## config.mk

```make
export PLATFORM = sky130hd
export DESIGN_NAME = multicycle_alu
export DESIGN_NICKNAME = d
export VERILOG_FILES = /design/src/rtl/multicycle_alu.sv
export SDC_FILE = /design/constraint.sdc
export NUM_CORES = 1
export LEC_CHECK = 0
export ABC_AREA = 1
export ABC_CLOCK_PERIOD_IN_PS = 3700
export BUFFER_PORTS_ARGS = -buffer_cell sky130_fd_sc_hd__clkbuf_2
export CAP_MARGIN = 10
export CORE_MARGIN = 2
export CORE_UTILIZATION = 28
export DETAILED_ROUTE_END_ITERATION = 7
export PLACE_DENSITY_LB_ADDON = 0.05
export SLEW_MARGIN = 10
export SYNTH_ARGS = -nofsm -noshare
export SYNTH_HDL_FRONTEND = slang
export SYNTH_SLANG_ARGS = --single-unit
```

## constraint.sdc

```tcl
create_clock -name Clock -period 3.7 [get_ports Clock]
set_clock_uncertainty 0.05 [all_clocks]
set_input_delay 0.185 -clock Clock [delete_from_list [all_inputs] [get_ports Clock]]
set_output_delay 0.185 -clock Clock [all_outputs]
set_load 0.01 [all_outputs]
```

## src/rtl/multicycle_alu.sv

```systemverilog
// Arithmetic/logic stage of the 8-bit CPU datapath: single-cycle logic/add ops and a
// WIDTH-cycle unsigned shift-add multiply, with a Start/Busy/Done handshake.
module multicycle_alu #(
  parameter int unsigned WIDTH = 8
) (
  input  logic             Clock,
  input  logic             Reset,
  input  logic [WIDTH-1:0] ABus,
  input  logic [WIDTH-1:0] BBus,
  input  logic [2:0]       OpCode,
  input  logic             Start,
  output logic [WIDTH-1:0] CBus,
  output logic [WIDTH-1:0] CBusHigh,
  output logic             Busy,
  output logic             Done,
  output logic             CarryFlag,
  output logic             ZeroFlag
);

  localparam int unsigned CntW = (WIDTH > 1) ? $clog2(WIDTH) : 1;
  localparam logic [CntW-1:0] LastCnt = CntW'(WIDTH - 1);

  typedef enum logic [1:0] {StIdle, StExec, StMult} state_e;

  state_e             state;
  logic [WIDTH-1:0]   a_q;
  logic [WIDTH-1:0]   b_q;
  logic [2:0]         op_q;
  logic [2*WIDTH-1:0] acc_q;
  logic [CntW-1:0]    count_q;

  // Bit WIDTH of alu_res carries the carry/borrow/shift-out flag.
  logic [WIDTH:0]     alu_res;
  logic [2*WIDTH-1:0] partial;
  logic [2*WIDTH-1:0] mul_sum;

  always_comb begin
    alu_res = '0;
    case (op_q)
      3'b000:  alu_res = {1'b0, a_q} + {1'b0, b_q};
      3'b001:  alu_res = {1'b0, a_q} - {1'b0, b_q};
      3'b010:  alu_res = {1'b0, a_q & b_q};
      3'b011:  alu_res = {1'b0, a_q | b_q};
      3'b100:  alu_res = {1'b0, a_q ^ b_q};
      3'b101:  alu_res = {a_q[WIDTH-1], a_q[WIDTH-2:0], 1'b0};
      3'b110:  alu_res = {a_q[0], 1'b0, a_q[WIDTH-1:1]};
      default: alu_res = '0;
    endcase
  end

  always_comb begin
    partial = '0;
    if (b_q[count_q]) begin
      partial = {{WIDTH{1'b0}}, a_q} << count_q;
    end
    mul_sum = acc_q + partial;
  end

  always_ff @(posedge Clock) begin
    if (Reset) begin
      state     <= StIdle;
      a_q       <= '0;
      b_q       <= '0;
      op_q      <= '0;
      acc_q     <= '0;
      count_q   <= '0;
      CBus      <= '0;
      CBusHigh  <= '0;
      Busy      <= 1'b0;
      Done      <= 1'b0;
      CarryFlag <= 1'b0;
      ZeroFlag  <= 1'b0;
    end else begin
      Done <= 1'b0;
      case (state)
        StIdle: begin
          if (Start) begin
            a_q     <= ABus;
            b_q     <= BBus;
            op_q    <= OpCode;
            acc_q   <= '0;
            count_q <= '0;
            Busy    <= 1'b1;
            state   <= (OpCode == 3'b111) ? StMult : StExec;
          end
        end
        StExec: begin
          CBus      <= alu_res[WIDTH-1:0];
          CBusHigh  <= '0;
          CarryFlag <= alu_res[WIDTH];
          ZeroFlag  <= (alu_res[WIDTH-1:0] == '0);
          Done      <= 1'b1;
          Busy      <= 1'b0;
          state     <= StIdle;
        end
        StMult: begin
          acc_q   <= mul_sum;
          count_q <= count_q + 1'b1;
          // Outputs only change on the final iteration; intermediate sums stay internal.
          if (count_q == LastCnt) begin
            CBus      <= mul_sum[WIDTH-1:0];
            CBusHigh  <= mul_sum[2*WIDTH-1:WIDTH];
            CarryFlag <= |mul_sum[2*WIDTH-1:WIDTH];
            ZeroFlag  <= (mul_sum == '0);
            Done      <= 1'b1;
            Busy      <= 1'b0;
            state     <= StIdle;
          end
        end
        default: state <= StIdle;
      endcase
    end
  end

endmodule
```

==> results.sh, run 1 <==
export IMPL_run_status="finished clean"
export IMPL_start_util=0.289
export IMPL_critical_path_reg2reg_startpoint="count_q[0]"
export IMPL_postSynthCellCount=781
export IMPL_path_delay_family="simple AND/OR/NAND/NOR gates"
export IMPL_worstSkewPairLatency_ns=0.33
export IMPL_syn2layout_area_growth_pct=16.2
export IMPL_crit_slowest_cell="sky130_fd_sc_hd__dfxtp_1"
export IMPL_cap_violations=0
export IMPL_synth_simple_gate_area_share=0.326
export IMPL_synth_edf_count=0
export IMPL_synth_async_sr_flop_share=0
export IMPL_total_number_of_placement_rows=47
export IMPL_yosys_area_top_type_share=0.249
export IMPL_min_period_ns=3.16
export IMPL_worstSetupEndpointType="register"
export IMPL_max_vdd_ir_drop_mv=0.288
export IMPL_finalSetupViolations=0
export IMPL_seq_area_frac_synth=0.249
export IMPL_syn_cell_area_mm2=0.00482
export IMPL_synth_mux_area_frac=0.00415
export IMPL_yosys_area_top_type="sky130_fd_sc_hd__dfxtp_1"
export IMPL_path_depth=18
export IMPL_synth_ff_latch_count=60
export IMPL_worstMarginPinSlew_ns=0.841
export IMPL_fin_hold_ws_ns=0.0848
export IMPL_ys_flop_type="sky130_fd_sc_hd__dfxtp_1"
export IMPL_headroom_to_the_max_slew_limit=0.438
export IMPL_drc_errors=0
export IMPL_critPathRequiredTime_ns=3.91
export IMPL_finalCoreUtilization=0.336
export IMPL_synth_compound_gate_area_share=0.164
export IMPL_hold_path_class="in -> reg"
export IMPL_grt_start_max_net_pins=40
export IMPL_first_global_vias=4873
export IMPL_cts_post_setup_buffers_inserted=0
export IMPL_worst_setup_path_endpoint="ZeroFlag"
export IMPL_port_buffers=41
export IMPL_cpMostUsedCell="sky130_fd_sc_hd__nor2_1"
export IMPL_drt_vias_per_instance=4.72
export IMPL_power_switching_mw=0.733
export IMPL_finish_instance_area_mm2=0.00561
export IMPL_worst_ep_arrival_time_ns=3.37
export IMPL_seqPwrFrac=0.324
export IMPL_routabilityCongestion=0.897
export IMPL_drt_total_wl_mm=16.2
export IMPL_drt_wirelength_per_cell_um=15.5
export IMPL_top_level_ports=42
export IMPL_placedInstanceArea_mm2=0.00528
export IMPL_cp_slowest_stage_delay_ns=0.44
export IMPL_worst_r2r_setup_slack_ns=0.54
export IMPL_drtAntennaViolNets=0
export IMPL_synth_adder_area_share=0.125
export IMPL_crit_path_cell_trace="buf_4 > o21ai_0 > o21ai_0 > nor2_1 > o21ai_0 > inv_1 > ha_1 > nand2_1 > inv_1 > a21oi_1 > nand2_1 > xnor2_1 > nand3_1 > nor2_1 > nand2_1 > nor2_1 > nor2_1 > nor2_1"
export IMPL_cts_tree="done"
export IMPL_drv_slew=0
export IMPL_wire_length_of_the_first_global_routing_pass_mm=25.9
export IMPL_swShare=0.328
export IMPL_antenna_found_initial=0
export IMPL_post_cts_hold_buffer_count=0
export IMPL_dp_hpwl_mm=13.2
export IMPL_final_layout_size_suffix_gt1_frac=0.0972
export IMPL_fin_tns_setup_ns=0
export IMPL_cp_start_kind="register"
export IMPL_detailedRoute_firstIterationViolations=267
export IMPL_die_width_um=135
export IMPL_die_y_um=135
export IMPL_crit_buf_inv=3
export IMPL_synth_top_family_by_area="simple AND/OR/NAND/NOR gates"
export IMPL_post_synth_cell_area_avg_um2=6.17
export IMPL_clock_path_buffers=2
export IMPL_comb_power_share=0.266
export IMPL_power_share_clock=0.410
export IMPL_internal_power_mw=1.50
export IMPL_ctsHtreeMaxLevel=3
export IMPL_setup_worst_path_class="reg -> reg"
export IMPL_synthesis_yosys_warnings=0
export IMPL_root_buffer="sky130_fd_sc_hd__clkbuf_16"
export IMPL_r2r_cells=18
export IMPL_hold_depth=3
export IMPL_ys_types=32
export IMPL_tritoncts_num_buffers=9
export IMPL_grt_overflow_total=0
export IMPL_timing_rr_end="ZeroFlag"
export IMPL_post_synth_xor_area_fraction=0.0254
export IMPL_core_area_mm2=0.0167
export IMPL_leakagePower_nw=2.77
export IMPL_drt_first_pass_iters=4
export IMPL_total_number_of_nets_in_the_final_design=888
export IMPL_synth_fp_nets=850
export IMPL_crit_path_max_fanout=17
export IMPL_timing_hold_violations_final=0
export IMPL_route_vias_total=4919
export IMPL_antennaDiodeCount=0
export IMPL_full_die_area_mm2=0.0183
export IMPL_powerDensity_mw_per_mm2=399
export IMPL_cts_reportedPaths_clkPinSlew_ns=0.05
export IMPL_total_power_mw=2.24
export IMPL_critPathLaunch="count_q[0]"
export IMPL_fraction_of_the_cycle_the_final_worst_path_needs=0.853
export IMPL_fmax_mhz=317
export IMPL_post_cts_resize_count=0
export IMPL_rsz_0062_raised_after_global_routing="false"
export IMPL_clock_sinks=60
export IMPL_grt_total_usage=0.185
export IMPL_leading_cell_types_by_total_area_after_synthesis="sky130_fd_sc_hd__dfxtp_1 25%, sky130_fd_sc_hd__nand2_1 18%, sky130_fd_sc_hd__ha_1 12%, sky130_fd_sc_hd__inv_1 8.3%, sky130_fd_sc_hd__a21oi_1 7.1%"
-- power by group through the flow --
stage | Clock [mW] | Combinational, mW | Sequential (mW)
6_report | 0.917 | 0.595 | 0.725
3_5_place_dp | 0 | 0.598 | 0.737
5_1_grt | 0.965 | 0.685 | 0.729
2_1_floorplan | 0 | 0.411 | 0.723
4_1_cts | 0.941 | 0.602 | 0.725
3_3_place_gp | 0 | 0.603 | 0.738
-- how the worst min path moves through the flow --
stage	start	to	slack, ns
final	ABus[2]	a_q[2]	0.08
after global routing	ABus[4]	a_q[4]	0.12
after CTS	ABus[2]	a_q[2]	0.08
after detailed placement	CBusHigh[7]	CBusHigh[7]	0.41
after global placement	CBusHigh[3]	CBusHigh[3]	0.41
after floorplan	OpCode[0]	op_q[0]	0.33
-- placed cells by master (no fill, tap or decap), drive strengths merged --
cell type / instances
nand2: 237
inv: 108
a21oi: 68
o21ai: 66
nor2: 63
dfxtp: 60
clkbuf: 52
ha: 45
nand3: 35
nor3: 15
buf: 10
nand3b: 9
a31oi: 8
nand4: 8
xor2: 7
xnor2: 7
or2: 6
o211ai: 4
o22ai: 3
mux2i: 2
a211oi: 2
fa: 2
bufinv: 2
clkinv: 2
o21bai: 1
clkinvlp: 1
-- layout make-up --
class | instances | area (µm²)
fillers | 1925 | 11100
clock buffers | 11 | 253
clock inverters | 4 | 72.6
repair buffers | 51 | 280
inverters | 109 | 409
multi-input cells | 588 | 3110
well taps | 220 | 275
flip-flops and latches | 60 | 1200
-- tightest hold or removal path, cell delays in order --
cell                       delay [ns]
sky130_fd_sc_hd__clkbuf_2        0.07
sky130_fd_sc_hd__o21ai_0         0.07
sky130_fd_sc_hd__a21oi_1         0.10
-- cells by family (layout without fill, tap and decap cells) --
family                   count (synthesis)  count (layout)
buffers and inverters                  133             175
multiplexers                             2               2
AND/OR/NAND/NOR                        373             373
flip-flops                              60              60
XOR/XNOR                                14              14
adder cells (fa/ha/maj)                 47              47
AO/OA/AOI/OAI                          152             152
-- flip-flops by register name, indices dropped and copies added, names as in the netlist --
signal and flops:
b_q 8, Busy 1, op_q 3, CBusHigh 8, count_q 3, CBus 8
Done 1, acc_q 16, ZeroFlag 1, state 2, CarryFlag 1, a_q 8
-- per-stage QoR --
stage | setup slack (ns) | instances
6_report | 0.543 | 1043
3_5_place_dp | 0.488 | 1028
3_3_place_gp | 0.470 | 1028
5_1_grt | 0.0800 | 1043
4_1_cts | 0.468 | 1043
2_1_floorplan | 1.07 | 781
-- per-layer routing --
metal / track usage / vias to the layer above / wire length, µm / part of all wire
met4: 0.0775 / 0 / 705 / 0.043
met3: 0.0337 / 30 / 474 / 0.029
met5: 0 / - / 0 / 0
li1: - / 2589 / - / -
met1: 0.219 / 2215 / 7060 / 0.44
met2: 0.328 / 85 / 7970 / 0.49
-- cells in the mapped netlist (9+ instances only) --
cell / number
sky130_fd_sc_hd__a21oi_1: 68
sky130_fd_sc_hd__clkbuf_1: 19
sky130_fd_sc_hd__dfxtp_1: 60
sky130_fd_sc_hd__ha_1: 45
sky130_fd_sc_hd__inv_1: 106
sky130_fd_sc_hd__nand2_1: 236
sky130_fd_sc_hd__nand3_1: 34
sky130_fd_sc_hd__nand3b_1: 9
sky130_fd_sc_hd__nor2_1: 63
sky130_fd_sc_hd__nor3_1: 12
sky130_fd_sc_hd__o21ai_0: 61
Power figures use the tool's default switching activity.
==> inputs of run 2 (changes only) <==
--- a/config.mk
+++ b/config.mk
@@ -6,13 +6,13 @@
 export NUM_CORES = 1
 export LEC_CHECK = 0
 export ABC_AREA = 1
-export ABC_CLOCK_PERIOD_IN_PS = 3700
+export ABC_CLOCK_PERIOD_IN_PS = 3200
 export BUFFER_PORTS_ARGS = -buffer_cell sky130_fd_sc_hd__clkbuf_2
 export CAP_MARGIN = 10
 export CORE_MARGIN = 2
 export CORE_UTILIZATION = 28
 export DETAILED_ROUTE_END_ITERATION = 7
-export PLACE_DENSITY_LB_ADDON = 0.05
+export PLACE_DENSITY = 0.51
 export SLEW_MARGIN = 10
 export SYNTH_ARGS = -nofsm -noshare
 export SYNTH_HDL_FRONTEND = slang
==> constraint.sdc (replaced) <==
create_clock -name Clock -period 3.2 [get_ports Clock]
set_clock_uncertainty 0.05 [all_clocks]
set_input_delay 0.16 -clock Clock [delete_from_list [all_inputs] [get_ports Clock]]
set_output_delay 0.16 -clock Clock [all_outputs]
set_load 0.01 [all_outputs]
==> run 2 against run 1 <==
- critical path depth grew 3
- wire length decreased by 3.3%
- combinational power rose by 20%
- largest power group unchanged
==> results.sh, run 2 (synthesized netlist as in run 1, its figures left out) <==
export IMPL_drv_slew=0
export IMPL_worstSetupEndpointType="register"
export IMPL_drt_wirelength_per_cell_um=14.8
export IMPL_drt_vias_per_instance=4.76
export IMPL_timing_hold_violations_final=0
export IMPL_wire_length_of_the_first_global_routing_pass_mm=25.0
export IMPL_cts_tree="done"
export IMPL_first_global_vias=4965
export IMPL_final_layout_size_suffix_gt1_frac=0.129
export IMPL_crit_buf_inv=4
export IMPL_drt_total_wl_mm=15.7
export IMPL_headroom_to_the_max_slew_limit=0.382
export IMPL_placed_cells_incl_taps=1043
export IMPL_multi_input_comb_area_mm2=0.00317
export IMPL_detailedRoute_firstIterationViolations=323
export IMPL_antennaDiodeCount=0
export IMPL_min_period_ns=2.91
export IMPL_crit_slowest_cell="sky130_fd_sc_hd__dfxtp_1"
export IMPL_drt_first_pass_iters=5
export IMPL_die_width_um=135
export IMPL_run_status="finished clean"
export IMPL_largest_register="acc_q"
export IMPL_die_y_um=135
export IMPL_antenna_found_initial=0
export IMPL_hold_path_class="in -> reg"
export IMPL_total_number_of_nets_in_the_final_design=903
export IMPL_layoutNonFillerInstCount=1059
export IMPL_max_vdd_ir_drop_mv=0.283
export IMPL_start_util=0.289
export IMPL_post_cts_hold_buffer_count=0
export IMPL_syn2layout_area_growth_pct=19.1
export IMPL_finalCoreUtilization=0.344
export IMPL_fin_tns_setup_ns=0
export IMPL_worst_ep_arrival_time_ns=3.13
export IMPL_worstMarginPinSlew_ns=0.926
export IMPL_cts_reportedPaths_clkPinSlew_ns=0.06
export IMPL_critPathRequiredTime_ns=3.42
export IMPL_grt_total_usage=0.175
export IMPL_route_vias_total=5045
export IMPL_final_common_cell="sky130_fd_sc_hd__nand2_1"
export IMPL_powerDensity_mw_per_mm2=439
export IMPL_crit_path_max_fanout=10
export IMPL_top_level_ports=42
export IMPL_core_area_mm2=0.0167
export IMPL_fraction_of_the_cycle_the_final_worst_path_needs=0.910
export IMPL_clock_path_buffers=2
export IMPL_routabilityCongestion=0.866
export IMPL_full_die_area_mm2=0.0183
export IMPL_finalSetupViolations=0
export IMPL_grt_start_max_net_pins=40
export IMPL_grt_overflow_total=0
export IMPL_drc_errors=0
export IMPL_fin_hold_ws_ns=0.0622
export IMPL_total_number_of_placement_rows=47
export IMPL_cp_slowest_stage_delay_ns=0.39
export IMPL_tritoncts_num_buffers=9
export IMPL_path_delay_family="simple AND/OR/NAND/NOR gates"
export IMPL_setup_worst_path_class="reg -> reg"
export IMPL_worstSkewPairLatency_ns=0.34
export IMPL_clock_sinks=60
export IMPL_crit_path_cell_trace="inv_1 > buf_4 > o21ai_0 > nor2_1 > o21ai_0 > inv_1 > ha_1 > nand2_1 > inv_1 > nand2_1 > nor3_1 > nand2_1 > nand2_1 > nand2_1 > nand2_1 > nand2_1 > nor2_1 > nand2_1 > nor2_1 > nor2_1 > nor2_1"
export IMPL_fill_cells=1914
export IMPL_cap_violations=0
export IMPL_fmax_mhz=343
export IMPL_leakagePower_nw=2.82
export IMPL_root_buffer="sky130_fd_sc_hd__clkbuf_16"
export IMPL_cpMostUsedCell="sky130_fd_sc_hd__nand2_1"
export IMPL_number_of_flip_flops_in_the_largest_register=16
export IMPL_cp_start_kind="register"
export IMPL_seqCellArea_mm2=0.00120
export IMPL_dp_hpwl_mm=12.3
export IMPL_ctsHtreeMaxLevel=3
export IMPL_layout_cells_most_common_list="235 x sky130_fd_sc_hd__nand2_1, 104 x sky130_fd_sc_hd__inv_1, 66 x sky130_fd_sc_hd__a21oi_1"
export IMPL_port_buffers=41
export IMPL_drtAntennaViolNets=0
-- run 2: cell count changes in the layout (fill, tap and decap cells not counted), moves of 3 or more --
cell / delta
sky130_fd_sc_hd__dfxtp_1: -3
sky130_fd_sc_hd__o21ai_0: -7
sky130_fd_sc_hd__buf_4: +15
sky130_fd_sc_hd__dfxtp_2: +3
sky130_fd_sc_hd__ha_1: -3
sky130_fd_sc_hd__o21ai_1: +8
-- run 2: worst reg2reg max path, stage by stage (launching register included) --
cell and delay, ns:
sky130_fd_sc_hd__dfxtp_1 0.39, sky130_fd_sc_hd__inv_1 0.09, sky130_fd_sc_hd__buf_4 0.18, sky130_fd_sc_hd__o21ai_0 0.30
sky130_fd_sc_hd__nor2_1 0.07, sky130_fd_sc_hd__o21ai_0 0.17, sky130_fd_sc_hd__inv_1 0.08, sky130_fd_sc_hd__ha_1 0.37
sky130_fd_sc_hd__nand2_1 0.09, sky130_fd_sc_hd__inv_1 0.08, sky130_fd_sc_hd__nand2_1 0.06, sky130_fd_sc_hd__nor3_1 0.15
sky130_fd_sc_hd__nand2_1 0.10, sky130_fd_sc_hd__nand2_1 0.07, sky130_fd_sc_hd__nand2_1 0.04, sky130_fd_sc_hd__nand2_1 0.08
sky130_fd_sc_hd__nand2_1 0.06, sky130_fd_sc_hd__nor2_1 0.09, sky130_fd_sc_hd__nand2_1 0.10, sky130_fd_sc_hd__nor2_1 0.10
sky130_fd_sc_hd__nor2_1 0.05, sky130_fd_sc_hd__nor2_1 0.07
-- run 2: path summary, 6_finish.rpt --
kind | endpoint | depth (start not counted) | slack (ns) | startpoint
setup / recovery | ZeroFlag | 21 | 0.29 | count_q[1]
hold / removal | b_q[6] | 3 | 0.06 | BBus[6]
setup reg to reg | ZeroFlag | 21 | 0.29 | count_q[1]
hold reg to reg | CBusHigh[2] | 2 | 0.41 | CBusHigh[2]
-- run 2: repair_timing --
action                     4_1_cts  5_1_grt
setup endpoints to repair        0        6
buffers inserted                 0        0
resized for setup                0       22
-- run 2: cell type report --
| type | count | share of cell area |
|---|---|---|
| multi-input cells | 588 | 0.551 |
| flip-flops and latches | 60 | 0.210 |
| inverters | 109 | 0.0712 |
| repair buffers | 66 | 0.0684 |
| well taps | 220 | 0.0479 |
| clock buffers | 11 | 0.0405 |
| clock inverters | 5 | 0.0109 |
-- run 2: stage by stage --
stage	worst slack [ns]	area, µm²	power, mW
2_1_floorplan	0.571	4820	1.31
3_3_place_gp	0.212	5390	1.54
3_5_place_dp	0.189	5390	1.54
4_1_cts	0.169	5680	2.53
5_1_grt	-0.0221	5740	2.66
6_report	0.287	5740	2.52
-- run 2: routing by layer --
layer,global-route usage,share of wire,vias to the layer above
li1,-,-,2618
met1,0.216,0.47,2298
met2,0.311,0.47,104
met3,0.0322,0.034,25
met4,0.0515,0.023,0
met5,0,0,-
-- run 2: report_power, final --
part / switching, mW / total [mW] / internal, mW / leakage (nW)
Clock: 0.378 / 0.984 / 0.606 / 0.136
Combinational: 0.463 / 0.714 / 0.251 / 2.19
Sequential: 0.0387 / 0.826 / 0.787 / 0.491
==> inputs of run 3 (changes only) <==
--- a/config.mk
+++ b/config.mk
@@ -9,6 +9,7 @@
 export ABC_CLOCK_PERIOD_IN_PS = 3200
 export BUFFER_PORTS_ARGS = -buffer_cell sky130_fd_sc_hd__clkbuf_2
 export CAP_MARGIN = 10
+export CORE_ASPECT_RATIO = 1.25
 export CORE_MARGIN = 2
 export CORE_UTILIZATION = 28
 export DETAILED_ROUTE_END_ITERATION = 7
==> run 3 against run 2 <==
- critical path depth decreased by 3
- highest routed layer unchanged
- setup slack improved by 0.021 ns
- via count increased by 0.28%
- critical path type unchanged
- cell count rose by 0.19%
- non-clock buffer count up 2
- power rose by 1.3%
- clock power increased by 4%
- sequential share of layout area shrank 0.22 points
- core utilization about the same
==> results.sh, run 3 (synthesized netlist as in run 1, its figures left out) <==
export IMPL_drt_total_wl_mm=15.9
export IMPL_finalSetupViolations=0
export IMPL_placedInstanceArea_mm2=0.00541
export IMPL_drt_wirelength_per_cell_um=14.9
export IMPL_worstMarginPinSlew_ns=1.00
export IMPL_worst_ep_arrival_time_ns=3.13
export IMPL_run_status="finished clean"
export IMPL_power_switching_mw=0.904
export IMPL_root_buffer="sky130_fd_sc_hd__clkbuf_16"
export IMPL_die_y_um=151
export IMPL_dp_hpwl_mm=12.4
export IMPL_cap_violations=0
export IMPL_number_of_flip_flops_in_the_largest_register=16
export IMPL_cp_start_kind="register"
export IMPL_total_number_of_nets_in_the_final_design=905
export IMPL_layoutNonFillerInstCount=1061
export IMPL_setup_worst_path_class="reg -> reg"
export IMPL_drc_errors=0
export IMPL_cts_tree="done"
export IMPL_fin_hold_ws_ns=0.0543
export IMPL_cts_reportedPaths_clkPinSlew_ns=0.06
export IMPL_crit_slowest_cell="sky130_fd_sc_hd__fa_1"
export IMPL_routabilityCongestion=0.895
export IMPL_port_buffers=41
export IMPL_cp_slowest_stage_delay_ns=0.45
export IMPL_max_vdd_ir_drop_mv=0.271
export IMPL_cts_post_setup_buffers_inserted=0
export IMPL_drv_slew=0
export IMPL_crit_buf_inv=1
export IMPL_grt_overflow_total=0
export IMPL_wire_length_of_the_first_global_routing_pass_mm=24.6
export IMPL_ctsHtreeMaxLevel=3
export IMPL_syn2layout_area_growth_pct=20.1
export IMPL_fmax_mhz=346
export IMPL_first_global_vias=4777
export IMPL_finish_instance_area_mm2=0.00579
export IMPL_antennaDiodeCount=0
export IMPL_total_number_of_placement_rows=53
export IMPL_worstSetupEndpointType="register"
export IMPL_power_share_clock=0.398
export IMPL_grt_total_usage=0.177
export IMPL_leakagePower_nw=2.84
export IMPL_crit_path_max_fanout=14
export IMPL_top_level_ports=42
export IMPL_tritoncts_num_buffers=9
export IMPL_comb_power_share=0.278
export IMPL_antenna_found_initial=0
export IMPL_core_area_mm2=0.0168
export IMPL_largest_register="acc_q"
export IMPL_worstSkewPairLatency_ns=0.35
export IMPL_full_die_area_mm2=0.0183
export IMPL_drtAntennaViolNets=0
export IMPL_clock_path_buffers=2
export IMPL_route_vias_total=5059
export IMPL_internal_power_mw=1.65
export IMPL_detailedRoute_firstIterationViolations=274
export IMPL_swShare=0.354
export IMPL_die_width_um=121
export IMPL_drt_first_pass_iters=4
export IMPL_placed_cells_incl_taps=1045
export IMPL_start_util=0.286
export IMPL_headroom_to_the_max_slew_limit=0.330
export IMPL_final_common_cell="sky130_fd_sc_hd__nand2_1"
export IMPL_powerDensity_mw_per_mm2=441
export IMPL_seqPwrFrac=0.324
export IMPL_min_period_ns=2.89
export IMPL_crit_path_cell_trace="buf_4 > o21ai_0 > nand2_1 > nand2_2 > nor3_1 > ha_1 > fa_1 > nand3_1 > nand3_1 > nand2_1 > nand2_1 > xnor2_1 > nand3_1 > nor2_1 > nand2_1 > nor2_1 > nor2_1 > nor2_1"
export IMPL_clock_sinks=60
export IMPL_layout_cells_most_common_list="233 x sky130_fd_sc_hd__nand2_1, 104 x sky130_fd_sc_hd__inv_1, 67 x sky130_fd_sc_hd__a21oi_1"
export IMPL_timing_hold_violations_final=0
export IMPL_hold_path_class="in -> reg"
export IMPL_critPathRequiredTime_ns=3.44
export IMPL_fraction_of_the_cycle_the_final_worst_path_needs=0.904
export IMPL_final_layout_size_suffix_gt1_frac=0.133
export IMPL_drt_vias_per_instance=4.77
export IMPL_post_cts_resize_count=0
export IMPL_path_delay_family="simple AND/OR/NAND/NOR gates"
export IMPL_grt_start_max_net_pins=41
export IMPL_post_cts_hold_buffer_count=0
==> run 3: changes by cell type in the layout (fill, tap and decap cells not counted), moves of 2 or more <==
cell	before	now
sky130_fd_sc_hd__inv_6	0	2
sky130_fd_sc_hd__nand2_2	1	3
sky130_fd_sc_hd__dfxtp_1	57	59
sky130_fd_sc_hd__clkinv_2	0	2
sky130_fd_sc_hd__buf_4	25	27
sky130_fd_sc_hd__o21ai_0	54	52
sky130_fd_sc_hd__ha_4	2	4
sky130_fd_sc_hd__nand2_1	235	233
sky130_fd_sc_hd__dfxtp_2	3	1
sky130_fd_sc_hd__clkbuf_1	2	0
sky130_fd_sc_hd__clkinvlp_4	2	0
==> run 3: final timing paths <==
| path | end | startpoint | cells after the start | slack (ns) |
|---|---|---|---|---|
| min | a_q[6] | ABus[6] | 3 | 0.05 |
| max | ZeroFlag | count_q[0] | 18 | 0.31 |
| max reg2reg | ZeroFlag | count_q[0] | 18 | 0.31 |
| min reg2reg | CBusHigh[5] | CBusHigh[5] | 2 | 0.41 |
==> run 3: worst register-to-register path, delay by kind of cell (launching register included) <==
family                   cells  cell delay, ns
AND/OR/NAND/NOR             13            1.17
flip-flops                   1            0.32
XOR/XNOR                     1            0.25
adder cells (fa/ha/maj)      2            0.66
buffers and inverters        1            0.17
AO/OA/AOI/OAI                1            0.21
==> run 3: final cells by class <==
| class | instances | area, µm² |
|---|---|---|
| Fill cell | 1913 | 11100 |
| Multi-Input combinational cell | 588 | 3200 |
| Sequential cell | 60 | 1200 |
| Inverter | 109 | 409 |
| Timing Repair Buffer | 68 | 408 |
| Tap cell | 220 | 275 |
| Clock buffer | 9 | 225 |
| Clock inverter | 7 | 75.1 |
==> run 3: stage by stage <==
| stage | power [mW] | setup slack (ns) | TNS, ns | util |
|---|---|---|---|---|
| 2_1_floorplan | 1.31 | 0.571 | 0 | - |
| 3_3_place_gp | 1.54 | 0.184 | 0 | 0.321 |
| 3_5_place_dp | 1.54 | 0.172 | 0 | 0.321 |
| 4_1_cts | 2.57 | 0.135 | 0 | 0.339 |
| 5_1_grt | 2.70 | -0.00780 | -0.00780 | 0.344 |
| 6_report | 2.56 | 0.308 | 0 | 0.344 |
==> run 3: routing by layer <==
| metal | vias to the layer above | GRT usage | part of all wire |
|---|---|---|---|
| met4 | 0 | 0.0764 | 0.036 |
| met2 | 93 | 0.324 | 0.51 |
| met3 | 38 | 0.0333 | 0.031 |
| li1 | 2632 | - | - |
| met5 | - | 0 | 0 |
| met1 | 2296 | 0.199 | 0.42 |
==> run 3: power groups by stage <==
stage / combinational, mW / clock, mW / sequential (mW)
detailed placement: 0.699 / 0 / 0.843
CTS: 0.704 / 1.04 / 0.827
finish: 0.711 / 1.02 / 0.828
floorplan: 0.475 / 0 / 0.836
global placement: 0.700 / 0 / 0.844
global route: 0.799 / 1.06 / 0.834
